==> src/rtl/mem_port_arbiter.sv <==
// ---------------------------------------------------------------------------
// mem_port_arbiter
//
// Shares one single-port program memory (32-bit words, 1-cycle synchronous
// read, byte write mask) between a read-only instruction-fetch port (I) and
// a load/store port (D). Every access takes IDLE -> ISSUE -> WAIT, so the
// peak rate is one access every three cycles. Read data comes back with a
// one-cycle rvalid pulse on the port that asked for it.
//
// Ports
//   CLK, RESET           clock; asynchronous active-low reset
//   i_req/i_address      fetch request, held until i_ready
//   i_ready              fetch accepted this cycle
//   i_rdata/i_rvalid     fetch data, valid while i_rvalid pulses
//   d_req/d_address      load/store request, held until d_ready
//   d_wdata/d_wmask      store data and byte mask (mask 0 = load)
//   d_ready              load/store accepted this cycle
//   d_rdata/d_rvalid     load data, or store-done pulse on d_rvalid
//   mem_address          address to program memory
//   mem_read             read strobe (ISSUE cycle of a read)
//   mem_writeData        write data to program memory
//   mem_writeMask        byte write enables (ISSUE cycle of a write)
//   mem_readData         program memory output, valid the cycle after mem_read
// ---------------------------------------------------------------------------
module mem_port_arbiter #(
  parameter int ADDR_WIDTH     = 32,
  parameter int FIXED_PRIORITY = 0
) (
  input  logic                  CLK,
  input  logic                  RESET,
  input  logic                  i_req,
  input  logic [ADDR_WIDTH-1:0] i_address,
  output logic                  i_ready,
  output logic [31:0]           i_rdata,
  output logic                  i_rvalid,
  input  logic                  d_req,
  input  logic [ADDR_WIDTH-1:0] d_address,
  input  logic [31:0]           d_wdata,
  input  logic [3:0]            d_wmask,
  output logic                  d_ready,
  output logic [31:0]           d_rdata,
  output logic                  d_rvalid,
  output logic [ADDR_WIDTH-1:0] mem_address,
  output logic                  mem_read,
  output logic [31:0]           mem_writeData,
  output logic [3:0]            mem_writeMask,
  input  logic [31:0]           mem_readData
);

  typedef enum logic [1:0] {
    IDLE  = 2'd0,
    ISSUE = 2'd1,
    WAIT  = 2'd2
  } state_t;

  state_t                state_reg;
  logic                  last_grant_reg;  // 1 = D was granted last
  logic                  port_reg;        // 1 = current access belongs to D
  logic [ADDR_WIDTH-1:0] addr_reg;
  logic [31:0]           wdata_reg;
  logic [3:0]            wmask_reg;
  logic                  mem_read_reg;
  logic [3:0]            mem_wmask_reg;
  logic [31:0]           i_rdata_reg;
  logic                  i_rvalid_reg;
  logic [31:0]           d_rdata_reg;
  logic                  d_rvalid_reg;

  logic grant_i;
  logic grant_d;

  // Tie-break: fixed priority favours I; round-robin favours the port that
  // was not granted last.
  always_comb begin
    grant_i = 1'b0;
    grant_d = 1'b0;
    if (i_req && d_req) begin
      if ((FIXED_PRIORITY != 0) || last_grant_reg) begin
        grant_i = 1'b1;
      end else begin
        grant_d = 1'b1;
      end
    end else begin
      grant_i = i_req;
      grant_d = d_req;
    end
  end

  // Ready is combinational on the requests; qualifying with RESET keeps it
  // low while reset is held, so every output reads 0 during reset.
  assign i_ready = RESET && (state_reg == IDLE) && grant_i;
  assign d_ready = RESET && (state_reg == IDLE) && grant_d;

  always_ff @(posedge CLK or negedge RESET) begin
    if (!RESET) begin
      state_reg      <= IDLE;
      last_grant_reg <= 1'b1;
      port_reg       <= 1'b0;
      addr_reg       <= '0;
      wdata_reg      <= '0;
      wmask_reg      <= '0;
      mem_read_reg   <= 1'b0;
      mem_wmask_reg  <= '0;
      i_rdata_reg    <= '0;
      i_rvalid_reg   <= 1'b0;
      d_rdata_reg    <= '0;
      d_rvalid_reg   <= 1'b0;
    end else begin
      // rvalid is a single-cycle pulse, set only when leaving WAIT
      i_rvalid_reg <= 1'b0;
      d_rvalid_reg <= 1'b0;
      case (state_reg)
        IDLE: begin
          if (i_ready) begin
            state_reg      <= ISSUE;
            last_grant_reg <= 1'b0;
            port_reg       <= 1'b0;
            addr_reg       <= i_address;
            wdata_reg      <= '0;
            wmask_reg      <= '0;
            mem_read_reg   <= 1'b1;
            mem_wmask_reg  <= '0;
          end else if (d_ready) begin
            state_reg      <= ISSUE;
            last_grant_reg <= 1'b1;
            port_reg       <= 1'b1;
            addr_reg       <= d_address;
            wdata_reg      <= d_wdata;
            wmask_reg      <= d_wmask;
            mem_read_reg   <= (d_wmask == 4'b0000);
            mem_wmask_reg  <= d_wmask;
          end
        end
        ISSUE: begin
          // strobes are live for exactly this one cycle
          state_reg     <= WAIT;
          mem_read_reg  <= 1'b0;
          mem_wmask_reg <= '0;
        end
        WAIT: begin
          state_reg <= IDLE;
          if (!port_reg) begin
            i_rdata_reg  <= mem_readData;
            i_rvalid_reg <= 1'b1;
          end else begin
            d_rvalid_reg <= 1'b1;
            if (wmask_reg == 4'b0000) begin
              d_rdata_reg <= mem_readData;
            end
          end
        end
        default: begin
          state_reg     <= IDLE;
          mem_read_reg  <= 1'b0;
          mem_wmask_reg <= '0;
        end
      endcase
    end
  end

  assign mem_address   = addr_reg;
  assign mem_writeData = wdata_reg;
  assign mem_read      = mem_read_reg;
  assign mem_writeMask = mem_wmask_reg;
  assign i_rdata       = i_rdata_reg;
  assign i_rvalid      = i_rvalid_reg;
  assign d_rdata       = d_rdata_reg;
  assign d_rvalid      = d_rvalid_reg;

endmodule

==> config.mk <==
export PLATFORM = sky130hd
export DESIGN_NAME = mem_port_arbiter
export DESIGN_NICKNAME = d
export VERILOG_FILES = /design/src/rtl/mem_port_arbiter.sv
export SDC_FILE = /design/constraint.sdc
export NUM_CORES = 1
export LEC_CHECK = 0
export CORE_MARGIN = 2
export CORE_UTILIZATION = 44
export CTS_CLUSTER_DIAMETER = 100
export DETAILED_ROUTE_END_ITERATION = 10
export GPL_ROUTABILITY_DRIVEN = 0
export PLACE_DENSITY = 0.85
export SLEW_MARGIN = 25
export SYNTH_ARGS = -nofsm -noshare
export SYNTH_HDL_FRONTEND = slang
export SYNTH_SLANG_ARGS = --single-unit
==> constraint.sdc <==
create_clock -name CLK -period 4.7 [get_ports CLK]
set_input_delay 0.94 -clock CLK [delete_from_list [all_inputs] [get_ports CLK]]
set_output_delay 0.94 -clock CLK [all_outputs]
set_load 0.05 [all_outputs]
After elaboration in Yosys (flattened, before gate mapping):

Index checks and enable logic that the tools add are counted.

* eq/ne operators: 3
* multiplexer cells: 23
* bitwise gates (word level): 2
* reductions and logical operators: 12

Operators with widths (number)
* $mux W32: 4
* $mux W1: 12
* $logic_not A4 Y1: 2
* $mux W4: 2
* $pmux W4 S2: 1
* $reduce_and A2 Y1: 3
* $logic_and A1 B1 Y1: 4
* $mux W2: 2
* $pmux W2 S2: 1
* $ne A3 B3 Y1 const B: 1
* $reduce_and A3 Y1: 1
* $eq A2 B1 Y1 const B: 1
* $eq A2 B2 Y1 const B: 1
* $logic_not A2 Y1: 1
* $not A1 Y1: 2
* $pmux W1 S2: 1
* $reduce_bool A2 Y1: 1

* flip-flop bits (word level): 143
* input bits: 136
* output and inout bits: 137
* logic and storage cells: 52

Longest topological paths before layout:

* depth in word-level cells: 6
* gate-level depth with buffers: 6
* gate-level depth less buffers: 4

Least setup slack after synthesis:

No wires, ideal clock.

* path type: input port to output port
* start point: in RESET
* end point: out i_ready
* arrival time: 2.279 ns
* required time: 3.760 ns
* path slack: 1.481 ns
* stages: 5
* path buffers: 2
* cell sequence: or3b_1 -> buf_2 -> or3_1 -> buf_2 -> inv_1

* longest elaborated chain between the ends: 2

RTL lines
* start, declared: line 30 `input logic RESET,`
* $logic_and A1 B1 Y1 (2 in series): line 91 `assign i_ready = RESET && (state_reg == IDLE) && grant_i;`
* end, declared: line 33 `output logic i_ready,`

Every way passes these cells.

Final worst setup path:

Ends and elaborated chain as after synthesis.

==> flow_metrics.py <==
metrics = {
    "pwr": {
        "p_comb_share_pct": 50.9,
        "power.share.clock_pct": 19.5,
        "internal_power_mw": 3.71,
        "powerDensity_mw_per_mm2": 726,
        "swShare_pct": 44.5,
        "irDropWorstVdd_v": 0.000314,
        "leakage_nw": 3.76,
        "pwr-share-seq_pct": 29.6,
        "power.switching_mw": 2.97,
    },
    "critical_path": {
        "crit_path_end_kind": "primary output",
        "worst_r2r_endpoint": "port_reg",
        "startpoint_type": "input pin",
        "r2r_cells": 5,
        "crit_chain": "buf_6, or3b_2, buf_4, or3_1, inv_1, buf_12",
        "r2r-start": "state_reg[0]",
        "crit_slowest_cell": "or3_1",
        "path_class": "input pin to primary output",
        "ff2ff_setup_slack_ns": 2.35,
        "critPathRequiredTime_ns": 3.76,
        "critPathMaxStageDelay_ns": 0.45,
        "crit_fanout": 70,
        "cp.arrival_ns": 2.67,
    },
    "clocking": {
        "path_clk_slew_ns": 0.05,
        "hold_buffers": 0,
        "post-cts-setup-buffers": 0,
        "cts_tree": "yes",
        "numCtsBuffers": 17,
        "cts_buffer_depth": 2,
        "root_buffer": "clkbuf_16",
        "clk_latency_ns": 0.41,
        "cts_max_level": 4,
        "ctsResizeCount": 0,
        "cts.sinks": 143,
    },
    "timing": {
        "period_needed_ns": 3.61,
        "fin_crit_sh_pct": 76.8,
        "tightest_slew_ns": 0.834,
        "rsz0062_at_grt": "false",
        "setup_violations": 0,
        "timing.fmax_mhz": 277,
        "finalHoldViolCount": 0,
        "fin_setup_tns_ns": 0,
        "maxSlewHeadroom_pct": 44.2,
        "drv_slew": 0,
        "fin_skew_ns": 0.00384,
    },
    "synth": {
        "synthDistinctLibCells": 27,
        "syn_inst": 451,
        "synth-seq-cells": 143,
        "synthesis.area_sq_mm": 0.00575,
        "synth-seq-area-share_pct": 62.3,
        "synth_fp_nets": 587,
        "yosysTopAreaCellShare_pct": 61.8,
        "yosys.area.top_type": "dfrtp_1",
        "ys_warn_count": 0,
        "synthTopCellsByArea": "dfrtp_1, mux2_2, a22o_1, nor4_1, a31oi_1",
        "avgSynthCellArea_sq_um": 12.7,
    },
    "status": {
        "status": "complete, no violations",
    },
    "final_layout": {
        "final_common_cell": "clkdlybuf4s50_1",
        "layout_common_cells": "clkdlybuf4s50_1, dfrtp_1, mux2_2, nand3_1",
        "fin_util_pct": 72.6,
        "drive_gt1_share_pct": 16.3,
        "syn2layout_area_growth_pct": 60.1,
        "diodes": 0,
        "final_cells": 895,
        "layout.nets": 846,
    },
    "global_route": {
        "grt_util_all_layers_pct": 25.4,
        "antenna_found_initial": 0,
        "grt_pass1_wl_um": 27600,
        "grt_max_degree": 79,
        "grt_pass1_vias": 5100,
        "grt-ovfl-total": 0,
    },
    "die": {
        "placementRows": 41,
        "dieArea_sq_mm": 0.0140,
        "initial_core_util_pct": 45.3,
        "die_y_um": 118,
        "num_io_pins": 273,
        "coreArea_sq_mm": 0.0127,
        "die_x_um": 118,
    },
    "routing": {
        "drc": 0,
        "drt_iter0_markers": 312,
        "drt_pass1_iterations": 4,
        "routed_via_density": 5.48,
        "drt-total-wl_um": 17300,
        "vias": 4909,
        "wire_per_inst_um": 19.3,
        "postRouteAntennaNets": 0,
    },
    "placed_design": {
        "io_buffers": 272,
        "place_hpwl_um": 12100,
        "place_inst": 863,
    },
    "min_path": {
        "hold_start": "mem_writeData[23]",
        "hold_end": "mem_writeData[23]",
        "hold_path_class": "flop to flop",
        "holdPathStages": 1,
    },
    "job": {
        "maxCapViolCount": 0,
    },
}
## layout make-up
type,instances,area [sq um]
Clock inverter,11,115
Multi-Input combinational cell,260,1980
Fill cell,867,3470
Tap cell,172,215
Sequential cell,143,3580
Inverter,5,18.8
Timing Repair Buffer,283,2830
Clock buffer,21,460
## synthesized netlist by cell type
cell type,count
dfrtp_1,142
mux2_2,64
nand3_1,37
a22o_1,36
o21ai_0,36
nor4_1,34
a31oi_1,33
clkbuf_1,29
buf_2,11
inv_1,5
a21oi_1,4
buf_6,3
a21o_1,2
nor2b_1,2
a21bo_2,1
a21boi_1,1
and3b_1,1
dfstp_2,1
nand2_1,1
nor2_1,1
nor3_1,1
nor3b_1,1
o21ai_1,1
o311ai_0,1
or2_2,1
or3_1,1
or3b_1,1
## worst max-delay path by stage
stage	start	to	slack [ns]
6_report	RESET	i_ready	1.09
3_5_place_dp	RESET	i_ready	1.14
3_3_place_gp	RESET	i_ready	1.16
4_1_cts	RESET	i_ready	1.12
2_1_floorplan	RESET	i_ready	1.48
5_1_grt	RESET	i_ready	1.02
## power by group through the flow
stage,combinational [mW],clock [mW],sequential [mW]
3_5_place_dp,3.41,0,1.99
2_1_floorplan,0.560,0,3.54
5_1_grt,3.52,1.39,2.04
3_3_place_gp,3.35,0,1.96
4_1_cts,3.42,1.32,1.98
6_report,3.40,1.30,1.98
## cell families after synthesis
| group | after synthesis | synth area share (%) |
|---|---|---|
| AO/OA/AOI/OAI | 115 | 13.4 |
| buffers and inverters | 48 | 3.77 |
| flip-flops | 143 | 62.3 |
| multiplexers | 64 | 12.5 |
| AND/OR/NAND/NOR | 81 | 8.01 |
## worst max-delay path: cells and delay by family
family	cells	cell delay, ns
buffers and inverters	4	0.81
AND/OR/NAND/NOR	2	0.89
## per-stage QoR
step	hold WS, ns	worst slack (ns)	instance area [sq um]	total power [mW]
after floorplan	0.454	1.48	5750	4.10
after global placement	0.484	1.16	8610	5.31
after detailed placement	0.483	1.14	8620	5.39
after CTS	0.502	1.12	9200	6.72
after global routing	0.507	1.02	9200	6.94
final	0.501	1.09	9200	6.68
## metal layers
| metal | GRT usage [%] | vias to the layer above | routed length (um) |
|---|---|---|---|
| li1 | - | 2211 | - |
| met1 | 31.8 | 2389 | 6820 |
| met2 | 41.1 | 268 | 8620 |
| met3 | 6.66 | 41 | 1310 |
| met4 | 11.7 | 0 | 555 |
| met5 | 0 | - | 0 |
Power figures use the tool's default switching activity.
